<file path="src/rtl/pe_sequencer.sv">
// Control sequencer for one PE: loads stationary weights, streams MAC elements, returns the sum.
// Optional perf counters: define PE_SEQ_PERF_EN.
module pe_sequencer #(
  parameter int IN_PRECISION  = 16,
  parameter int OUT_PRECISION = 32,
  parameter int REG_SIZE      = 4,
  parameter int LEN_W         = 8
) (
  input  logic                     clk,
  input  logic                     rst_n,
  input  logic                     wgt_valid,
  output logic                     wgt_ready,
  input  logic [IN_PRECISION-1:0]  wgt_data,
  input  logic                     cmd_valid,
  output logic                     cmd_ready,
  input  logic [LEN_W-1:0]         cmd_len,
  input  logic                     cmd_reuse,
  input  logic                     act_valid,
  output logic                     act_ready,
  input  logic [IN_PRECISION-1:0]  act_data,
  input  logic [IN_PRECISION-1:0]  act_wgt,
  output logic                     res_valid,
  input  logic                     res_ready,
  output logic [OUT_PRECISION-1:0] res_data,
  output logic [IN_PRECISION-1:0]  pe_act,
  output logic [IN_PRECISION-1:0]  pe_wgt,
  output logic                     pe_store,
  output logic                     pe_reuse,
  output logic                     pe_update_out,
  output logic [REG_SIZE-1:0]      pe_addr,
  input  logic [OUT_PRECISION-1:0] pe_out
`ifdef PE_SEQ_PERF_EN
  ,
  output logic [31:0]              perf_mac_cnt,
  output logic [31:0]              perf_stall_cnt
`endif
);

  localparam int PW = (REG_SIZE > 2) ? $clog2(REG_SIZE) : 1;
  localparam logic [PW-1:0] PTR_FIRST = PW'(1);
  localparam logic [PW-1:0] PTR_LAST  = PW'(REG_SIZE - 1);

  localparam logic [2:0] S_IDLE    = 3'd0;
  localparam logic [2:0] S_MAC     = 3'd1;
  localparam logic [2:0] S_FLUSH   = 3'd2;
  localparam logic [2:0] S_CAPTURE = 3'd3;
  localparam logic [2:0] S_HOLD    = 3'd4;

  logic [2:0]       state;
  logic             live;
  logic [PW-1:0]    wr_ptr;
  logic [PW-1:0]    rd_ptr;
  logic [LEN_W-1:0] len_q;
  logic [LEN_W-1:0] cnt;
  logic             reuse_q;
  logic             idle;
  logic             wgt_fire;
  logic             cmd_fire;
  logic             act_fire;

  // live keeps the ready outputs low while reset is held
  assign idle      = (state == S_IDLE) && live;
  assign cmd_ready = idle;
  assign wgt_ready = idle && !cmd_valid;
  assign act_ready = (state == S_MAC);
  assign res_valid = (state == S_HOLD);
  assign wgt_fire  = wgt_valid && wgt_ready;
  assign cmd_fire  = cmd_valid && cmd_ready;
  assign act_fire  = act_valid && act_ready;

  always_comb begin
    pe_act        = '0;
    pe_wgt        = '0;
    pe_store      = 1'b0;
    pe_reuse      = 1'b0;
    pe_update_out = 1'b0;
    pe_addr       = '0;
    if (wgt_fire) begin
      pe_store = 1'b1;
      pe_addr  = REG_SIZE'(wr_ptr);
      pe_wgt   = wgt_data;
    end
    if (act_fire) begin
      pe_act   = act_data;
      pe_wgt   = act_wgt;
      pe_reuse = reuse_q;
      pe_addr  = reuse_q ? REG_SIZE'(rd_ptr) : '0;
    end
    if (state == S_FLUSH) pe_update_out = 1'b1;
  end

  always_ff @(posedge clk or negedge rst_n) begin
    if (!rst_n) begin
      state    <= S_IDLE;
      live     <= 1'b0;
      wr_ptr   <= PTR_FIRST;
      rd_ptr   <= PTR_FIRST;
      len_q    <= '0;
      cnt      <= '0;
      reuse_q  <= 1'b0;
      res_data <= '0;
    end else begin
      live <= 1'b1;
      if (wgt_fire)
        wr_ptr <= (wr_ptr == PTR_LAST) ? PTR_FIRST : wr_ptr + 1'b1;
      case (state)
        S_IDLE: begin
          if (cmd_fire) begin
            len_q   <= cmd_len;
            reuse_q <= cmd_reuse;
            rd_ptr  <= PTR_FIRST;
            cnt     <= '0;
            state   <= (cmd_len == '0) ? S_FLUSH : S_MAC;
          end
        end
        S_MAC: begin
          if (act_fire) begin
            cnt    <= cnt + 1'b1;
            rd_ptr <= (rd_ptr == PTR_LAST) ? PTR_FIRST : rd_ptr + 1'b1;
            if (cnt == len_q - LEN_W'(1)) state <= S_FLUSH;
          end
        end
        S_FLUSH:   state <= S_CAPTURE;
        S_CAPTURE: begin
          res_data <= pe_out;
          state    <= S_HOLD;
        end
        S_HOLD:    if (res_ready) state <= S_IDLE;
        default:   state <= S_IDLE;
      endcase
    end
  end

`ifdef PE_SEQ_PERF_EN
  always_ff @(posedge clk or negedge rst_n) begin
    if (!rst_n) begin
      perf_mac_cnt   <= '0;
      perf_stall_cnt <= '0;
    end else begin
      if (act_fire && perf_mac_cnt != '1)
        perf_mac_cnt <= perf_mac_cnt + 1'b1;
      if (state == S_MAC && !act_valid && perf_stall_cnt != '1)
        perf_stall_cnt <= perf_stall_cnt + 1'b1;
    end
  end
`endif

endmodule

</file>
<file path="config.mk">
export PLATFORM = sky130hd
export DESIGN_NAME = pe_sequencer
export DESIGN_NICKNAME = d
export VERILOG_FILES = /design/src/rtl/pe_sequencer.sv
export SDC_FILE = /design/constraint.sdc
export NUM_CORES = 1
export LEC_CHECK = 0
export CORE_AREA = 4 4 91 93
export DETAILED_ROUTE_END_ITERATION = 8
export DIE_AREA = 0 0 95 97
export GPL_ROUTABILITY_DRIVEN = 1
export PLACE_DENSITY = 0.82
export SLEW_MARGIN = 20
export SYNTH_ARGS = -nofsm -noshare
export SYNTH_HDL_FRONTEND = slang
export SYNTH_SLANG_ARGS = --single-unit
export TNS_END_PERCENT = 20
</file>
<file path="constraint.sdc">
create_clock -name clk -period 2.8 [get_ports clk]
set_input_delay 0.56 -clock clk [delete_from_list [all_inputs] [get_ports clk]]
set_output_delay 0.56 -clock clk [all_outputs]
set_load 0.01 [all_outputs]
</file>
======== Yosys cells after proc, flatten, opt, wreduce, memory -nomap -nowiden ========
Cells that the tools add are included.
operators by class
  shift operators ......................... 0
  order comparisons ....................... 0
  mux-type cells .......................... 23
  multipliers ............................. 0
  bitwise gates (word level) .............. 0
  eq/ne operators ......................... 11
  reductions and logical operators ........ 12
  add/sub/neg operators ................... 4
  div/mod/pow operators ................... 0
operator list
  operator                                                                number
  16-bit two-way mux                                                      3
  8-bit two-way mux                                                       2
  8-bit one-hot mux with 2 select lines                                   1
  3-bit one-hot mux with 5 select lines                                   1
  2-bit two-way mux                                                       7
  3-bit two-way mux                                                       4
  8-bit by 1-bit adder with 8-bit output (second input constant)          1
  8-bit equality test                                                     1
  8-bit logical NOT                                                       1
  8-bit by 1-bit subtractor with 8-bit output (second input constant)     1
  3-bit by 2-bit equality test with 1-bit output (second input constant)  2
  2-bit by 1-bit != test with 1-bit output (second input constant)        3
  1-bit logical AND                                                       5
  2-bit by 1-bit adder with 2-bit output (second input constant)          2
  2-bit equality test (second input constant)                             2
  4-bit two-way mux                                                       1
  2-bit one-hot mux with 2 select lines                                   1
  4-bit AND reduction                                                     1
  3-bit by 1-bit equality test with 1-bit output (second input constant)  1
  3-bit equality test (second input constant)                             1
  3-bit logical NOT                                                       1
  1-bit two-way mux                                                       3
  3-bit AND reduction                                                     1
  2-bit != test (second input constant)                                   1
  other kinds (3)                                                         3
storage, ports and cells
  flip-flop bits (word level) ............. 57
  ROM bits ................................ 0
  memories kept ........................... 0
  RAM bits ................................ 0
  word-level logic and storage cells ...... 58
  latch bits .............................. 0
  bits of input ports ..................... 95

======== Depth between registers and ports, before layout ========
  depth after elaboration ................. 6
  depth in mapped cells ................... 8
  depth with buffers taken out ............ 7

======== Least setup slack after synthesis ========
Ideal clock, no wire load.
  path type ............................... reg-to-output
  start ................................... register state[0]
  end ..................................... output port pe_addr[0]
  arrival time ............................ 1,643 ps
  slack ................................... 597 ps
  stages on the path, launching flop included .. 7
  path buffers ............................ 2
  data required time ...................... 2,240 ps
  path through ............................ dfrtp_1 buf_6 nor4b_4 and2b_1 and2_1 buf_2 a22o_1
on the way
  longest elaborated chain between the ends .. 6
RTL lines
  item                    RTL line  source
  start, declared         49        logic [2:0] state;
  start signal, assigned  113       state <= (cmd_len == '0) ? S_FLUSH : S_MAC;
  3-bit logical NOT       62        assign idle = (state == S_IDLE) && live;
  1-bit logical AND       62
  via cmd_ready           15        output logic cmd_ready,
  1-bit logical AND       64        assign wgt_ready = idle && !cmd_valid;
  via wgt_ready           12        output logic wgt_ready,
  1-bit logical AND       67        assign wgt_fire = wgt_valid && wgt_ready;
  2-bit two-way mux       78        if (wgt_fire) begin
  4-bit two-way mux       83        if (act_fire) begin
  end, declared           30        output logic [REG_SIZE-1:0] pe_addr,
The timed path passes the listed nets, and every way through them passes these cells.

======== Worst setup path after layout ========
  start ................................... register state[1]
  end ..................................... output port pe_act[6]
on the way
  longest elaborated chain between the ends .. 3
RTL lines
  item                                            RTL line  source
  3-bit by 1-bit equality test with 1-bit output  65        assign act_ready = (state == S_MAC);
  1-bit logical AND                               69        assign act_fire = act_valid && act_ready;
  16-bit two-way mux                              83
  end, declared                                   25        output logic [IN_PRECISION-1:0] pe_act,
No other way between the ends.

==> impl_metrics.ini <==
[run_status]
status = complete, no violations

[placed_design]
dp.cells = 539
place_congestion = 0.8422
dp_hpwl_um = 6844
port_buffers = 167

[floorplan]
die-area_um2 = 9215
core-area_um2 = 7527
die_w_um = 95
die_h_um = 97
rows = 32
pin_count = 170
initial_utilization_pct = 39.26

[cts]
insertion_delay_ns = 0.33
cts.sinks = 57
cts_tree = built
hold_buffers = 0
numCtsBuffers = 9
cts_max_level = 3
cts_buffer_depth = 2
clockRootBuffer = clkbuf_8
clk_pin_slew_ns = 0.07

[power]
pwr-share-seq_pct = 34.6
clock_power_share_pct = 16.9
p_switching_mw = 1.510
p_comb_share_pct = 48.5
p_leak_nw = 2.213
power_density_nw_per_um2 = 883.8
swShare_pct = 34.39
p_int_mw = 2.881
power_mw = 4.390
ir_worst_vdd_mv = 0.6040

[route]
drt_iter0_markers = 110
wirelength_um = 8542
vias = 2708
drc = 0
vias_per_cell = 4.871
firstDrtPassIters = 4
ant_nets = 0
wl_per_cell_um = 15.36

[sta]
slew_viol_final = 0
max_freq_ghz = 0.3692
fin_crit_sh_pct = 96.73
rsz0062_at_grt = no
slew_headroom_pct = 61.28
worstMarginPinSlew_ns = 0.5808
period_needed_ns = 2.708
hold_viol = 0
finalClockSkew_ns = 0.008677
setup_viol = 0

[global_route]
gr-total-overflow = 0
grt_usage_pct = 18.91
grt_max_degree = 34
grt_pass1_vias = 2892
grt_antenna_before_repair = 0
grt_pass1_wl_um = 13920

[layout]
drive_gt1_share_pct = 16.08
fin_cells = 556
diodes = 0
layout.nets = 548
syn_to_final_growth_pct = 68.08

[synthesis]
synth_top_cell_by_area = dfrtp_1
syn_inst = 271
ys.flop_type = dfrtp_1
synth_area_leaders = dfrtp_1 47%, mux2_2 12%, a22o_1 5.9%
synth.most_common_cell = dfrtp_1
synthDistinctLibCells = 45
yosysTopAreaCellShare_pct = 46.57
synth_edf_count = 0
syn_area_per_cell_um2 = 10.91
synth-seq-cells = 57
ys_seq_area_share_pct = 48.35
yosys_warnings = 0
syn-cell-area_um2 = 2955
ys_async_sr_fraction_pct = 100.0
yosys-top-cells-count = 55 x dfrtp_1, 35 x nand2_1, 32 x mux2_2

[run]
drv_cap = 0

[setup_path]
required_ns = 2.24
crit_fanout = 16
reg2reg_setup_slack_ns = 0.69
cp-start-kind = flip-flop
cp-end-kind = output pin
critPathArrivalTime_ns = 2.15
path_class = flip-flop to output pin

[worst_hold_path]
hold_path.class = input pin to asynchronous set/reset pin
==> layer usage <==
layer | global-route usage [%] | vias up | routed length, um | share of wire, %
li1 | - | 1298 | - | -
met1 | 23.00 | 1288 | 3426 | 40
met2 | 30.91 | 110 | 4166 | 49
met3 | 6.299 | 12 | 812 | 9.5
met4 | 6.770 | 0 | 137 | 1.6
met5 | 0 | - | 0 | 0
==> power by group through the flow <==
stage / logic (mW) / registers (mW) / clock network [mW]
2_1_floorplan: 0.987 / 1.58 / 0
3_3_place_gp: 2.12 / 1.51 / 0
3_5_place_dp: 2.17 / 1.53 / 0
4_1_cts: 2.15 / 1.52 / 0.762
5_1_grt: 2.33 / 1.57 / 0.795
6_report: 2.13 / 1.52 / 0.743
==> final cells by class <==
cell class                 count  area, um2
clock buffer                   9      123.9
clock inverter                 7      71.32
tap                          102      127.6
sequential                    57       1429
fill                         607       2560
inverter                       6      22.52
multi-input combinational    192       1405
timing repair buffer         183       1788
==> path summary, 6_finish.rpt <==
kind | from | to | depth (start not counted)
max | state[1] | pe_act[6] | 6
min | rst_n | res_data[8] | 1
max reg2reg | len_q[0] | state[1] | 7
min reg2reg | reuse_q | reuse_q | 2
max in group asynchronous | rst_n | len_q[2] | 2
min in group clk | reuse_q | reuse_q | 2
==> logic make-up (layout without fill, tap and decap cells) <==
kind of cell	Yosys count	count (layout)	share of synthesized area, %
mux	33	33	12.53
flops	57	57	48.35
other cells	2	3	0.2541
compound gates	49	49	12.02
fa+ha+maj	4	4	1.694
simple gates	91	91	17.36
buf+inv	23	205	4.234
xor+xnor	12	12	3.556
==> registers in the layout, summed over array words and instances (netlist names) <==
register and count:
state 3, live 1, cnt 8, rd_ptr 2, wr_ptr 2, reuse_q 1
len_q 8, res_data 32
==> stage by stage <==
| stage | hold WS (ns) | setup slack [ns] | utilization (%) | setup TNS, ns | cell area, um2 |
|---|---|---|---|---|---|
| 4_1_cts | 0.2340 | 0.009827 | 65.84 | 0 | 4956 |
| 6_report | 0.2247 | 0.09157 | 65.99 | 0 | 4967 |
| 2_1_floorplan | 0.2644 | 0.5970 | - | 0 | 2959 |
| 5_1_grt | 0.2586 | 0.01935 | 65.99 | 0 | 4967 |
| 3_3_place_gp | 0.4605 | -0.01176 | 63.45 | -0.06288 | 4776 |
| 3_5_place_dp | 0.4631 | -0.04234 | 63.45 | -0.5062 | 4776 |
==> critical path, stage by stage (launching register included) <==
cell             delay, ns
dfrtp_1               0.41
buf_4                 0.18
nor3b_4               0.22
and2_4                0.20
buf_6                 0.14
and2_1                0.13
clkdlybuf4s50_1       0.54
==> cells in the final DEF (no fill, tap or decap), types with 2 or more instances in the layout <==
cell / netlist / routed
clkdlybuf4s50_1: 0 / 145
dfrtp_1: 55 / 55
nand2_1: 35 / 35
mux2_2: 32 / 32
a22o_1: 20 / 20
and2_1: 19 / 19
dlygate4sd2_1: 0 / 18
buf_4: 3 / 14
nor2_1: 11 / 11
o21ai_0: 10 / 10
clkbuf_8: 0 / 9
a21oi_1: 8 / 8
xor2_1: 7 / 7
inv_1: 6 / 6
xnor2_1: 5 / 5
ha_1: 4 / 4
o21bai_1: 3 / 3
nor3_1: 3 / 3
or3_1: 3 / 3
conb_1: 2 / 3
clkinvlp_4: 0 / 3
dlymetal6s2s_1: 0 / 3
nand2b_1: 2 / 2
nor2b_1: 2 / 2
and3_1: 2 / 2
nor4_1: 2 / 2
nand4_1: 2 / 2
clkinv_2: 0 / 2
dfstp_2: 2 / 2
==> timing repair <==
| action | 4_1_cts | 5_1_grt |
|---|---|---|
| resized for setup | 18 | 4 |
| endpoints found under the setup margin | 18 | 10 |
| pin swaps | 1 | 0 |
| buffers inserted | 1 | 0 |
No activity file was read; power rests on OpenSTA's default activity.
